$ cat src/rtl/button_debouncer_pkg.sv
// Shared types and constants for the button_debouncer block.
package button_debouncer_pkg;

  // Default acceptance window: 1 ms at 50 MHz.
  localparam int unsigned DEFAULT_STABLE_CYCLES = 32'd50000;

  typedef enum logic [1:0] {
    REL_STABLE = 2'd0,
    PRESS_CNT  = 2'd1,
    PRS_STABLE = 2'd2,
    REL_CNT    = 2'd3
  } db_state_e;

  // Pin level seen while the button is not pressed.
  function automatic logic released_level(input bit active_low);
    if (active_low) begin
      return 1'b1;
    end else begin
      return 1'b0;
    end
  endfunction

endpackage

$ cat src/rtl/button_debouncer_if.sv
// Button bus between board pins and ButtonShaper consumers.
// bounce_cnt exists only when BUTTON_DEBOUNCE_BOUNCE_CNT_EN is defined.
interface button_debouncer_if #(
  parameter int NUM_BTNS = 3
);
  logic [NUM_BTNS-1:0] btn_raw;
  logic [NUM_BTNS-1:0] btn_clean;
  logic [NUM_BTNS-1:0] btn_changed;
`ifdef BUTTON_DEBOUNCE_BOUNCE_CNT_EN
  logic [NUM_BTNS*8-1:0] bounce_cnt;
`endif

  modport master (
    output btn_raw,
    input  btn_clean,
    input  btn_changed
`ifdef BUTTON_DEBOUNCE_BOUNCE_CNT_EN
    ,
    input  bounce_cnt
`endif
  );

  modport slave (
    input  btn_raw,
    output btn_clean,
    output btn_changed
`ifdef BUTTON_DEBOUNCE_BOUNCE_CNT_EN
    ,
    output bounce_cnt
`endif
  );
endinterface

$ cat src/rtl/button_debouncer_channel.sv
// One debounce channel: 2-FF synchronizer, 4-state FSM and stable-sample counter.
// BUTTON_DEBOUNCE_BOUNCE_CNT_EN adds a saturating count of rejected transitions.
module button_debouncer_channel
  import button_debouncer_pkg::*;
#(
  parameter int unsigned STABLE_CYCLES = DEFAULT_STABLE_CYCLES,
  parameter bit          ACTIVE_LOW    = 1'b1
) (
  input  logic clk,
  input  logic rst,
  input  logic btn_raw,
  output logic btn_clean,
  output logic btn_changed
`ifdef BUTTON_DEBOUNCE_BOUNCE_CNT_EN
  ,
  output logic [7:0] bounce_cnt
`endif
);
  localparam int unsigned      CNT_W         = $clog2(STABLE_CYCLES + 32'd1);
  localparam logic [CNT_W-1:0] CNT_LAST      = CNT_W'(STABLE_CYCLES - 32'd1);
  localparam logic [CNT_W-1:0] CNT_ONE       = CNT_W'(32'd1);
  localparam bit               SINGLE_SAMPLE = (STABLE_CYCLES == 32'd1);
  localparam logic             REL_LEVEL     = released_level(ACTIVE_LOW);

  logic             sync1_r, sync2_r;
  logic             sample_s;
  db_state_e        state_r, state_next_s;
  logic [CNT_W-1:0] cnt_r, cnt_next_s;
  logic             clean_r, clean_next_s;
  logic             changed_r, changed_next_s;

  // 1 = pressed, independent of pin polarity.
  assign sample_s = sync2_r ^ ACTIVE_LOW;

  // Synchronizer, FSM state and registered outputs.
  always_ff @(posedge clk) begin
    if (rst) begin
      sync1_r   <= REL_LEVEL;
      sync2_r   <= REL_LEVEL;
      state_r   <= REL_STABLE;
      cnt_r     <= '0;
      clean_r   <= 1'b0;
      changed_r <= 1'b0;
    end else begin
      sync1_r   <= btn_raw;
      sync2_r   <= sync1_r;
      state_r   <= state_next_s;
      cnt_r     <= cnt_next_s;
      clean_r   <= clean_next_s;
      changed_r <= changed_next_s;
    end
  end

  // Next-state, counter and output decode.
  always_comb begin
    state_next_s   = state_r;
    cnt_next_s     = '0;
    clean_next_s   = clean_r;
    changed_next_s = 1'b0;
    case (state_r)
      REL_STABLE: begin
        if (sample_s && SINGLE_SAMPLE) begin
          state_next_s   = PRS_STABLE;
          clean_next_s   = 1'b1;
          changed_next_s = 1'b1;
        end else if (sample_s) begin
          state_next_s = PRESS_CNT;
          cnt_next_s   = CNT_ONE;
        end else begin
          state_next_s = REL_STABLE;
        end
      end
      PRESS_CNT: begin
        if (!sample_s) begin
          state_next_s = REL_STABLE;
        end else if (cnt_r == CNT_LAST) begin
          state_next_s   = PRS_STABLE;
          clean_next_s   = 1'b1;
          changed_next_s = 1'b1;
        end else begin
          cnt_next_s = cnt_r + CNT_ONE;
        end
      end
      PRS_STABLE: begin
        if (!sample_s && SINGLE_SAMPLE) begin
          state_next_s   = REL_STABLE;
          clean_next_s   = 1'b0;
          changed_next_s = 1'b1;
        end else if (!sample_s) begin
          state_next_s = REL_CNT;
          cnt_next_s   = CNT_ONE;
        end else begin
          state_next_s = PRS_STABLE;
        end
      end
      REL_CNT: begin
        if (sample_s) begin
          state_next_s = PRS_STABLE;
        end else if (cnt_r == CNT_LAST) begin
          state_next_s   = REL_STABLE;
          clean_next_s   = 1'b0;
          changed_next_s = 1'b1;
        end else begin
          cnt_next_s = cnt_r + CNT_ONE;
        end
      end
      default: begin
        state_next_s = REL_STABLE;
        clean_next_s = 1'b0;
      end
    endcase
  end

  assign btn_clean   = clean_r;
  assign btn_changed = changed_r;

`ifdef BUTTON_DEBOUNCE_BOUNCE_CNT_EN
  logic       rejected_s;
  logic [7:0] bounce_r;

  assign rejected_s = ((state_r == PRESS_CNT) && !sample_s) ||
                      ((state_r == REL_CNT)   &&  sample_s);

  // Saturating count of transitions abandoned before acceptance.
  always_ff @(posedge clk) begin
    if (rst) begin
      bounce_r <= 8'd0;
    end else if (rejected_s && (bounce_r != 8'hFF)) begin
      bounce_r <= bounce_r + 8'd1;
    end else begin
      bounce_r <= bounce_r;
    end
  end

  assign bounce_cnt = bounce_r;
`endif

endmodule

$ cat src/rtl/button_debouncer.sv
// Multi-channel push-button debouncer feeding ButtonShaper; one channel per button.
// Optional diagnostics: BUTTON_DEBOUNCE_BOUNCE_CNT_EN adds bus.bounce_cnt.
module button_debouncer
  import button_debouncer_pkg::*;
#(
  parameter int          NUM_BTNS      = 3,
  parameter int unsigned STABLE_CYCLES = DEFAULT_STABLE_CYCLES,
  parameter bit          ACTIVE_LOW    = 1'b1
) (
  input logic              clk,
  input logic              rst,
  button_debouncer_if.slave bus
);

  for (genvar i = 0; i < NUM_BTNS; i++) begin : g_ch
    button_debouncer_channel #(
      .STABLE_CYCLES (STABLE_CYCLES),
      .ACTIVE_LOW    (ACTIVE_LOW)
    ) u_debounce_channel (
      .clk         (clk),
      .rst         (rst),
      .btn_raw     (bus.btn_raw[i]),
      .btn_clean   (bus.btn_clean[i]),
      .btn_changed (bus.btn_changed[i])
`ifdef BUTTON_DEBOUNCE_BOUNCE_CNT_EN
      ,
      .bounce_cnt  (bus.bounce_cnt[i*8 +: 8])
`endif
    );
  end

endmodule

$ cat src/flat_wrapper.sv
// flat-port wrapper written by rule: the top's interface ports become plain ports
module button_debouncer_flat import button_debouncer_pkg::*;
#(
  parameter int          NUM_BTNS      = 3,
  parameter int unsigned STABLE_CYCLES = DEFAULT_STABLE_CYCLES,
  parameter bit          ACTIVE_LOW    = 1'b1
)
  (clk, rst, bus_btn_raw, bus_btn_clean, bus_btn_changed);
  button_debouncer_if #(.NUM_BTNS(NUM_BTNS)) bus_i ();
  input logic clk;
  input logic rst;
  input wire logic [$bits(bus_i.btn_raw)-1:0] bus_btn_raw;
  output wire logic [$bits(bus_i.btn_clean)-1:0] bus_btn_clean;
  output wire logic [$bits(bus_i.btn_changed)-1:0] bus_btn_changed;
  assign bus_i.btn_raw = bus_btn_raw;
  assign bus_btn_clean = bus_i.btn_clean;
  assign bus_btn_changed = bus_i.btn_changed;
  button_debouncer #(.NUM_BTNS(NUM_BTNS), .STABLE_CYCLES(STABLE_CYCLES), .ACTIVE_LOW(ACTIVE_LOW)) u_core (.clk(clk), .rst(rst), .bus(bus_i));
endmodule
$ cat config.mk
export PLATFORM = sky130hd
export DESIGN_NAME = button_debouncer_flat
export DESIGN_NICKNAME = d
export VERILOG_FILES = /design/src/rtl/button_debouncer_pkg.sv /design/src/rtl/button_debouncer_if.sv /design/src/rtl/button_debouncer_channel.sv /design/src/rtl/button_debouncer.sv /design/src/flat_wrapper.sv
export SDC_FILE = /design/constraint.sdc
export NUM_CORES = 1
export LEC_CHECK = 0
export ABC_AREA = 1
export CAP_MARGIN = 20
export CORE_ASPECT_RATIO = 0.9
export CORE_UTILIZATION = 50
export CTS_CLUSTER_SIZE = 28
export DETAILED_ROUTE_END_ITERATION = 16
export HOLD_SLACK_MARGIN = 0.15
export PLACE_DENSITY = 0.67
export RECOVER_POWER = 100
export SYNTH_ARGS = -nofsm -noshare
export SYNTH_HDL_FRONTEND = slang
export SYNTH_HIERARCHICAL = 1
export SYNTH_SLANG_ARGS = --single-unit
export TNS_END_PERCENT = 1
$ cat constraint.sdc
create_clock -name clk -period 2.2 [get_ports clk]
set_input_delay 0.44 -clock clk [delete_from_list [all_inputs] [get_ports clk]]
set_output_delay 0.44 -clock clk [all_outputs]
set_load 0.02 [all_outputs]
==> metrics, run 1 <==
transition time at the pin with the least slew margin=0.370 ns; Max Root-Sink Buffers=2; cell with the most instances after synthesis=sky130_fd_sc_hd__nand2_1; I/O pin count=11; via count of the first global-routing pass=2,380; iteration-0 DRC count of the detailed router=93; number of buffers inserted for hold repair after clock tree synthesis=0; Setup Buffers After CTS=0; pin count of the biggest net entering global routing=13; sink of the worst hold path=u_core/g_ch[1].u_debounce_channel/sync2_r; Avg Synthesized Cell Area=approximately 7.4 sq um; fin util=58.6%; Yosys top cell area share=40.9%; CTS HTree Levels=3; total routed wirelength=5.74 mm; worst r2r path cells=7; Num CTS Buffers=9; result of the run=complete, no violations; post-detailed-route DRC marker count=0; netlist area before placement=3230 sq um; power density of the placed cells=676 nW/um^2; total negative setup slack=0 ns; met2 track demand over resource=28.3%; Seq/Total Area, Yosys=between 40% and 50%; vias post-DR=about 2,600; worst r2r src=u_core/g_ch[1].u_debounce_channel/cnt_r[0]; count of inserted antenna diode cells=0; Routability Congestion=0.805; setup slack of the most critical reg-to-reg path=between 0.4 and 0.5 ns; crit share post-route=82.5%; remaining antenna violation count=0; CTS clk-pin slew, worst paths=0.07 ns; estimated wirelength of the detail-placed design=4.26 mm; upper clock frequency limit=551 MHz; leakage power figure=0.00136 uW; startpoint type of the worst setup path=input pin; most area-hungry cell type in the Yosys netlist=sky130_fd_sc_hd__dfxtp_1; source-to-sink clock delay at the later pin of the worst-skew pair=0.33 ns; post-synthesis net count=450; launch instance of the worst min-delay path=u_core/g_ch[1].u_debounce_channel/sync1_r; proportion of synthesized flip-flops having asynchronous set or reset=0%; cell row count=27; first-pass GRT wire length=10.2 mm; most area-consuming cells after synthesis=sky130_fd_sc_hd__dfxtp_1, sky130_fd_sc_hd__nand2_1, sky130_fd_sc_hd__nor2_1; post-synthesis cell count=440; WL per Instance=10.4 um; worst path required time=2.45 ns; All-Layer GR Usage=19.3%; destination of the worst register-to-register timing path=u_core/g_ch[1].u_debounce_channel/cnt_r[5]; mean number of vias per cell=4.75; number of clock sinks=66; number of non-filler instances in the completed layout=~550; global routing met3 resource utilization=around 7%; overflow left after global routing=0; Resize count post-CTS=0; type of the worst setup path=input pin to register; Die Y=just under 80 um; worst min path class=register to register; effective utilization at floorplan=approximately 52%; headroom to the max-slew limit=75.1%; post-synthesis to final-layout area growth=12.0%; die extent in x=just under 90 um; fillcell total=610; FF+latch count, synth=66; multi-input combinational cell area=1610 sq um; global routing usage on met1=26.5%; number of detailed-route iterations in the first pass=5; crit path capture type=register; worst-path fanout max=12; post-synthesis cell type count=30; antenna violations before repair=0; number of cells in the design after placement=536; crit path DAT=2.07 ns; clock tree from TritonCTS=yes; area of the core=6180 sq um; port bufs=10; count of final hold-check violations=0; IR drop worst, VDD=approximately 370 uV; net count of the finished layout=470; global-route layer with the greatest usage=met2; flip-flop and latch area=between 1000 and 1500 sq um; Hold Worst Slack=slightly above 0.4 ns; Ys Warns=6; cell at the root of the clock tree=sky130_fd_sc_hd__clkbuf_8; unrepaired setup endpoints after global routing=no; max-capacitance violation count=0; ranking of synthesized cells by instance count=sky130_fd_sc_hd__nand2_1, sky130_fd_sc_hd__nor2_1, sky130_fd_sc_hd__dfxtp_1; most used flip-flop cell after synthesis=sky130_fd_sc_hd__dfxtp_1; hold path depth=1; fraction of layout cells with a size suffix above 1=12.5%; worst clock skew=0.00542 ns; final period demand of the worst path=roughly 1.8 ns; number of enable-type register cells in the synthesized netlist=0; Finish-stage setup viols=0; total die area=around 6800 sq um; Final Max Slew Viols=0
-- placed cells by master (no fill, tap or decap), types with 2 or more instances in the layout --
cell type	netlist	routed
sky130_fd_sc_hd__clkbuf_1	0	3
sky130_fd_sc_hd__nor2_4	4	3
sky130_fd_sc_hd__nor3b_1	1	3
sky130_fd_sc_hd__xnor2_1	5	5
sky130_fd_sc_hd__dfxtp_1	66	66
sky130_fd_sc_hd__dlygate4sd3_1	0	7
sky130_fd_sc_hd__nor3_1	10	11
sky130_fd_sc_hd__xor2_1	15	15
sky130_fd_sc_hd__inv_2	3	3
sky130_fd_sc_hd__o21ai_0	7	7
sky130_fd_sc_hd__clkinv_4	0	2
sky130_fd_sc_hd__clkbuf_8	0	9
sky130_fd_sc_hd__nand2_2	6	6
sky130_fd_sc_hd__or2_2	7	7
sky130_fd_sc_hd__nand4_1	10	10
sky130_fd_sc_hd__nor3_4	3	3
sky130_fd_sc_hd__a31oi_1	4	4
sky130_fd_sc_hd__clkdlybuf4s50_1	0	3
sky130_fd_sc_hd__and3_1	3	3
sky130_fd_sc_hd__nor2_1	80	83
sky130_fd_sc_hd__nand3_2	7	6
sky130_fd_sc_hd__inv_1	58	58
sky130_fd_sc_hd__nand3_1	25	26
sky130_fd_sc_hd__o211ai_1	2	2
sky130_fd_sc_hd__nor2_2	16	14
sky130_fd_sc_hd__ha_1	5	5
sky130_fd_sc_hd__a21oi_1	7	8
sky130_fd_sc_hd__bufinv_16	0	3
sky130_fd_sc_hd__nand2_1	85	85
-- power breakdown --
group / total (uW) / leakage (uW) / internal [uW] / switching, uW
clock: 1210 / 0.000117 / 757 / 456
combinational: 29.4 / 0.000707 / 14.2 / 15.2
sequential: 1210 / 0.000533 / 1200 / 5.58
total: 2450 / 0.00136 / 1970 / 477
-- how the worst max path moves through the flow --
stage | startpoint | endpoint | slack [ns] | cells after the start
floorplan | u_core/g_ch[1].u_debounce_channel/cnt_r[0] | u_core/g_ch[1].u_debounce_channel/cnt_r[11] | 0.89 | 7
global placement | rst | u_core/g_ch[0].u_debounce_channel/cnt_r[13] | 0.24 | 7
detailed placement | rst | u_core/g_ch[0].u_debounce_channel/cnt_r[13] | 0.19 | 7
CTS | u_core/g_ch[2].u_debounce_channel/btn_clean | bus_btn_clean[2] | 0.45 | 1
global route | rst | u_core/g_ch[0].u_debounce_channel/cnt_r[13] | 0.25 | 7
finish | rst | u_core/g_ch[0].u_debounce_channel/cnt_r[13] | 0.39 | 7
-- cell families (layout without fill, tap and decap cells) --
family                   Yosys count  count (layout)  share of synthesized area (%)
AO/OA/AOI/OAI                     23              23                           4.06
XOR/XNOR                          20              20                           5.42
adder cells (fa/ha/maj)            5               5                           1.93
buffers and inverters             64              89                           8.12
flip-flops                        66              66                           40.9
AND/OR/NAND/NOR                  262             262                           39.6
-- critical path, stage by stage --
cell	delay, ns
sky130_fd_sc_hd__dlygate4sd3_1	0.61
sky130_fd_sc_hd__clkbuf_1	0.19
sky130_fd_sc_hd__inv_1	0.11
sky130_fd_sc_hd__nand3_1	0.08
sky130_fd_sc_hd__inv_1	0.10
sky130_fd_sc_hd__nand3_2	0.31
sky130_fd_sc_hd__a21oi_1	0.23
-- final cells by class --
class	instances	area share (%)
inverter	61	6.32
multi-input combinational	310	44.5
tap	87	3.00
clock inverter	6	3.18
clock buffer	10	3.52
sequential	66	36.5
timing repair buffer	12	2.97
-- layer usage --
layer | vias to the layer above | share of wire (%)
met4 | 0 | 0.54
met1 | 1168 | 53
met2 | 37 | 42
li1 | 1416 | -
met3 | 2 | 4.0
met5 | - | 0
-- flip-flops by register name (all words and copies together), names as in the netlist, named ones only --
register	flops
u_core/g_ch.u_debounce_channel/cnt_r	48
u_core/g_ch.u_debounce_channel/state_r	3
u_core/g_ch.u_debounce_channel/sync2_r	3
u_core/g_ch.u_debounce_channel/btn_clean	3
u_core/g_ch.u_debounce_channel/sync1_r	3
u_core/g_ch.u_debounce_channel/btn_changed	3
-- through the flow --
| stage | cell area [sq um] | total power, uW | setup slack [ns] |
|---|---|---|---|
| floorplan | 3230 | 1250 | 0.895 |
| global placement | 3420 | 1270 | 0.243 |
| detailed placement | 3420 | 1270 | 0.187 |
| CTS | 3670 | 2490 | 0.445 |
| global route | 3620 | 2540 | 0.254 |
| finish | 3620 | 2450 | 0.385 |
(Power assumes the default switching activity.)
==> run 2: changes to the inputs <==
Clock period 2.2 ns to 1.9 ns, I/O delays scaled along.
==> run 2 against run 1 <==
  * Clock-buffer cell count decreased by 1
  * Sequential power increased by 16%
  * Worst hold slack got worse by 0.0033 ns
  * First-iteration DRC count decreased by 29%
  * Clock skew increased by 0.0035 ns
  * Critical path depth decreased by 6
  * Utilization decreased by 0.59 points
  * Critical path type is now register to output pin
==> metrics, run 2 (synthesis gave the netlist of run 1 again) <==
Num CTS Buffers=9; critical-path cell list=dlygate4sd3_1; source-to-sink clock delay at the later pin of the worst-skew pair=~0.34 ns; net count of the finished layout=474; total routed wirelength=5.87 mm; mean number of vias per cell=4.80; hold path depth=1; Top reg by flops=u_core/g_ch.u_debounce_channel/cnt_r; number of detailed-route iterations in the first pass=4; area of the core=6180 sq um; upper clock frequency limit=576 MHz; IR drop worst, VDD=about 550 uV; CTS HTree Levels=3; total negative setup slack=0 ns; highest-count cells in the layout ignoring fill and taps=sky130_fd_sc_hd__nor2_1, sky130_fd_sc_hd__nand2_1, sky130_fd_sc_hd__dfxtp_1; crit path capture type=output pin; crit share post-route=between 90% and 100%; I/O pin count=11; worst r2r path cells=7; Die Y=78.3 um; estimated wirelength of the detail-placed design=4.46 mm; count of final hold-check violations=0; post-detailed-route DRC marker count=0; Largest register FFs=48; power density of the placed cells=717 nW/um^2; count of inserted antenna diode cells=0; type of the worst setup path=register to output pin; result of the run=complete, no violations; via count of the first global-routing pass=2,529; Routability Congestion=0.820; sink of the worst hold path=u_core/g_ch[0].u_debounce_channel/sync2_r; worst clock skew=0.00889 ns; worst r2r src=u_core/g_ch[1].u_debounce_channel/cnt_r[0]; pin count of the biggest net entering global routing=13; max-capacitance violation count=0; first-pass GRT wire length=10.8 mm; largest stage delay on the critical path=about 0.68 ns; fraction of layout cells with a size suffix above 1=between 10% and 20%; headroom to the max-slew limit=roughly three quarters; cell row count=27; destination of the worst register-to-register timing path=u_core/g_ch[1].u_debounce_channel/cnt_r[3]; total die area=6790 sq um; crit path DAT=between 1 and 1.5 ns; remaining antenna violation count=0; worst path required time=between 1.5 and 2 ns; effective utilization at floorplan=between 50 and 60%; Final Max Slew Viols=0; vias post-DR=2,668; most common library cell in the layout ignoring fill and taps=sky130_fd_sc_hd__nor2_1; All-Layer GR Usage=20.4%; CP max stage cell=sky130_fd_sc_hd__dlygate4sd3_1; sum of buffers and inverters on the critical path=1; overflow left after global routing=0; Resize count post-CTS=0; fin util=58.0%; Max Root-Sink Buffers=2; transition time at the pin with the least slew margin=0.351 ns; unrepaired setup endpoints after global routing=no; startpoint type of the worst setup path=register; worst-path fanout max=2; fillcell total=620; worst min path class=register to register; CTS clk-pin slew, worst paths=around 0.070 ns; setup slack of the most critical reg-to-reg path=0.26 ns; iteration-0 DRC count of the detailed router=66; cell at the root of the clock tree=sky130_fd_sc_hd__clkbuf_8; number of buffers inserted for hold repair after clock tree synthesis=0; family of cells with the greatest summed delay on the critical path=buffers and inverters; Finish-stage setup viols=0; port bufs=10; clock tree from TritonCTS=yes; CP startpoint=u_core/g_ch[2].u_debounce_channel/btn_clean; launch instance of the worst min-delay path=u_core/g_ch[0].u_debounce_channel/sync1_r; WL per Instance=~11 um; Setup Buffers After CTS=0; post-synthesis to final-layout area growth=10.9%; die extent in x=86.8 um; number of clock sinks=66; antenna violations before repair=0; final period demand of the worst path=1.74 ns; leakage power figure=0.00136 uW
-- run 2: per-stage QoR --
stage	worst slack (ns)	total power, uW	hold WS, ns	cells	area [sq um]
floorplan	0.595	1450	0.389	440	3230
global placement	0.159	1470	0.395	540	3470
detailed placement	0.102	1470	0.395	540	3470
CTS	0.190	2620	0.415	556	3660
global route	0.101	2680	0.428	556	3590
finish	0.164	2570	0.411	556	3590
-- run 2: power by group --
| group | internal [uW] | leakage, uW | switching, uW | total [uW] |
|---|---|---|---|---|
| sequential | 1390 | 0.000533 | 6.13 | 1400 |
| combinational | 16.9 | 0.000725 | 17.4 | 34.3 |
| clock | 602 | 0.0000990 | 538 | 1140 |
-- run 2: how the worst max path moves through the flow --
| stage | endpoint | slack (ns) | cells past startpoint |
|---|---|---|---|
| floorplan | u_core/g_ch[1].u_debounce_channel/cnt_r[11] | 0.59 | 7 |
| global route | u_core/g_ch[1].u_debounce_channel/cnt_r[5] | 0.10 | 6 |
| global placement | u_core/g_ch[1].u_debounce_channel/cnt_r[5] | 0.16 | 6 |
| CTS | bus_btn_clean[2] | 0.19 | 1 |
| finish | bus_btn_clean[2] | 0.16 | 1 |
| detailed placement | u_core/g_ch[1].u_debounce_channel/cnt_r[3] | 0.10 | 6 |
-- run 2: final cells by class --
class	count	area (sq um)	share of cell area (%)
inverter	61	229	6.38
timing repair buffer	16	140	3.91
multi-input combinational	310	1590	44.4
sequential	66	1320	36.8
clock buffer	9	124	3.45
clock inverter	7	70.1	1.95
tap	87	109	3.03
-- run 2: routing by layer --
metal / track usage (%) / wire length (um) / vias up
li1: - / - / 1424
met1: 26.4 / 3050 / 1212
met2: 32.4 / 2550 / 30
met3: 6.41 / 225 / 2
met4: 6.50 / 38 / 0
met5: 0 / 0 / -
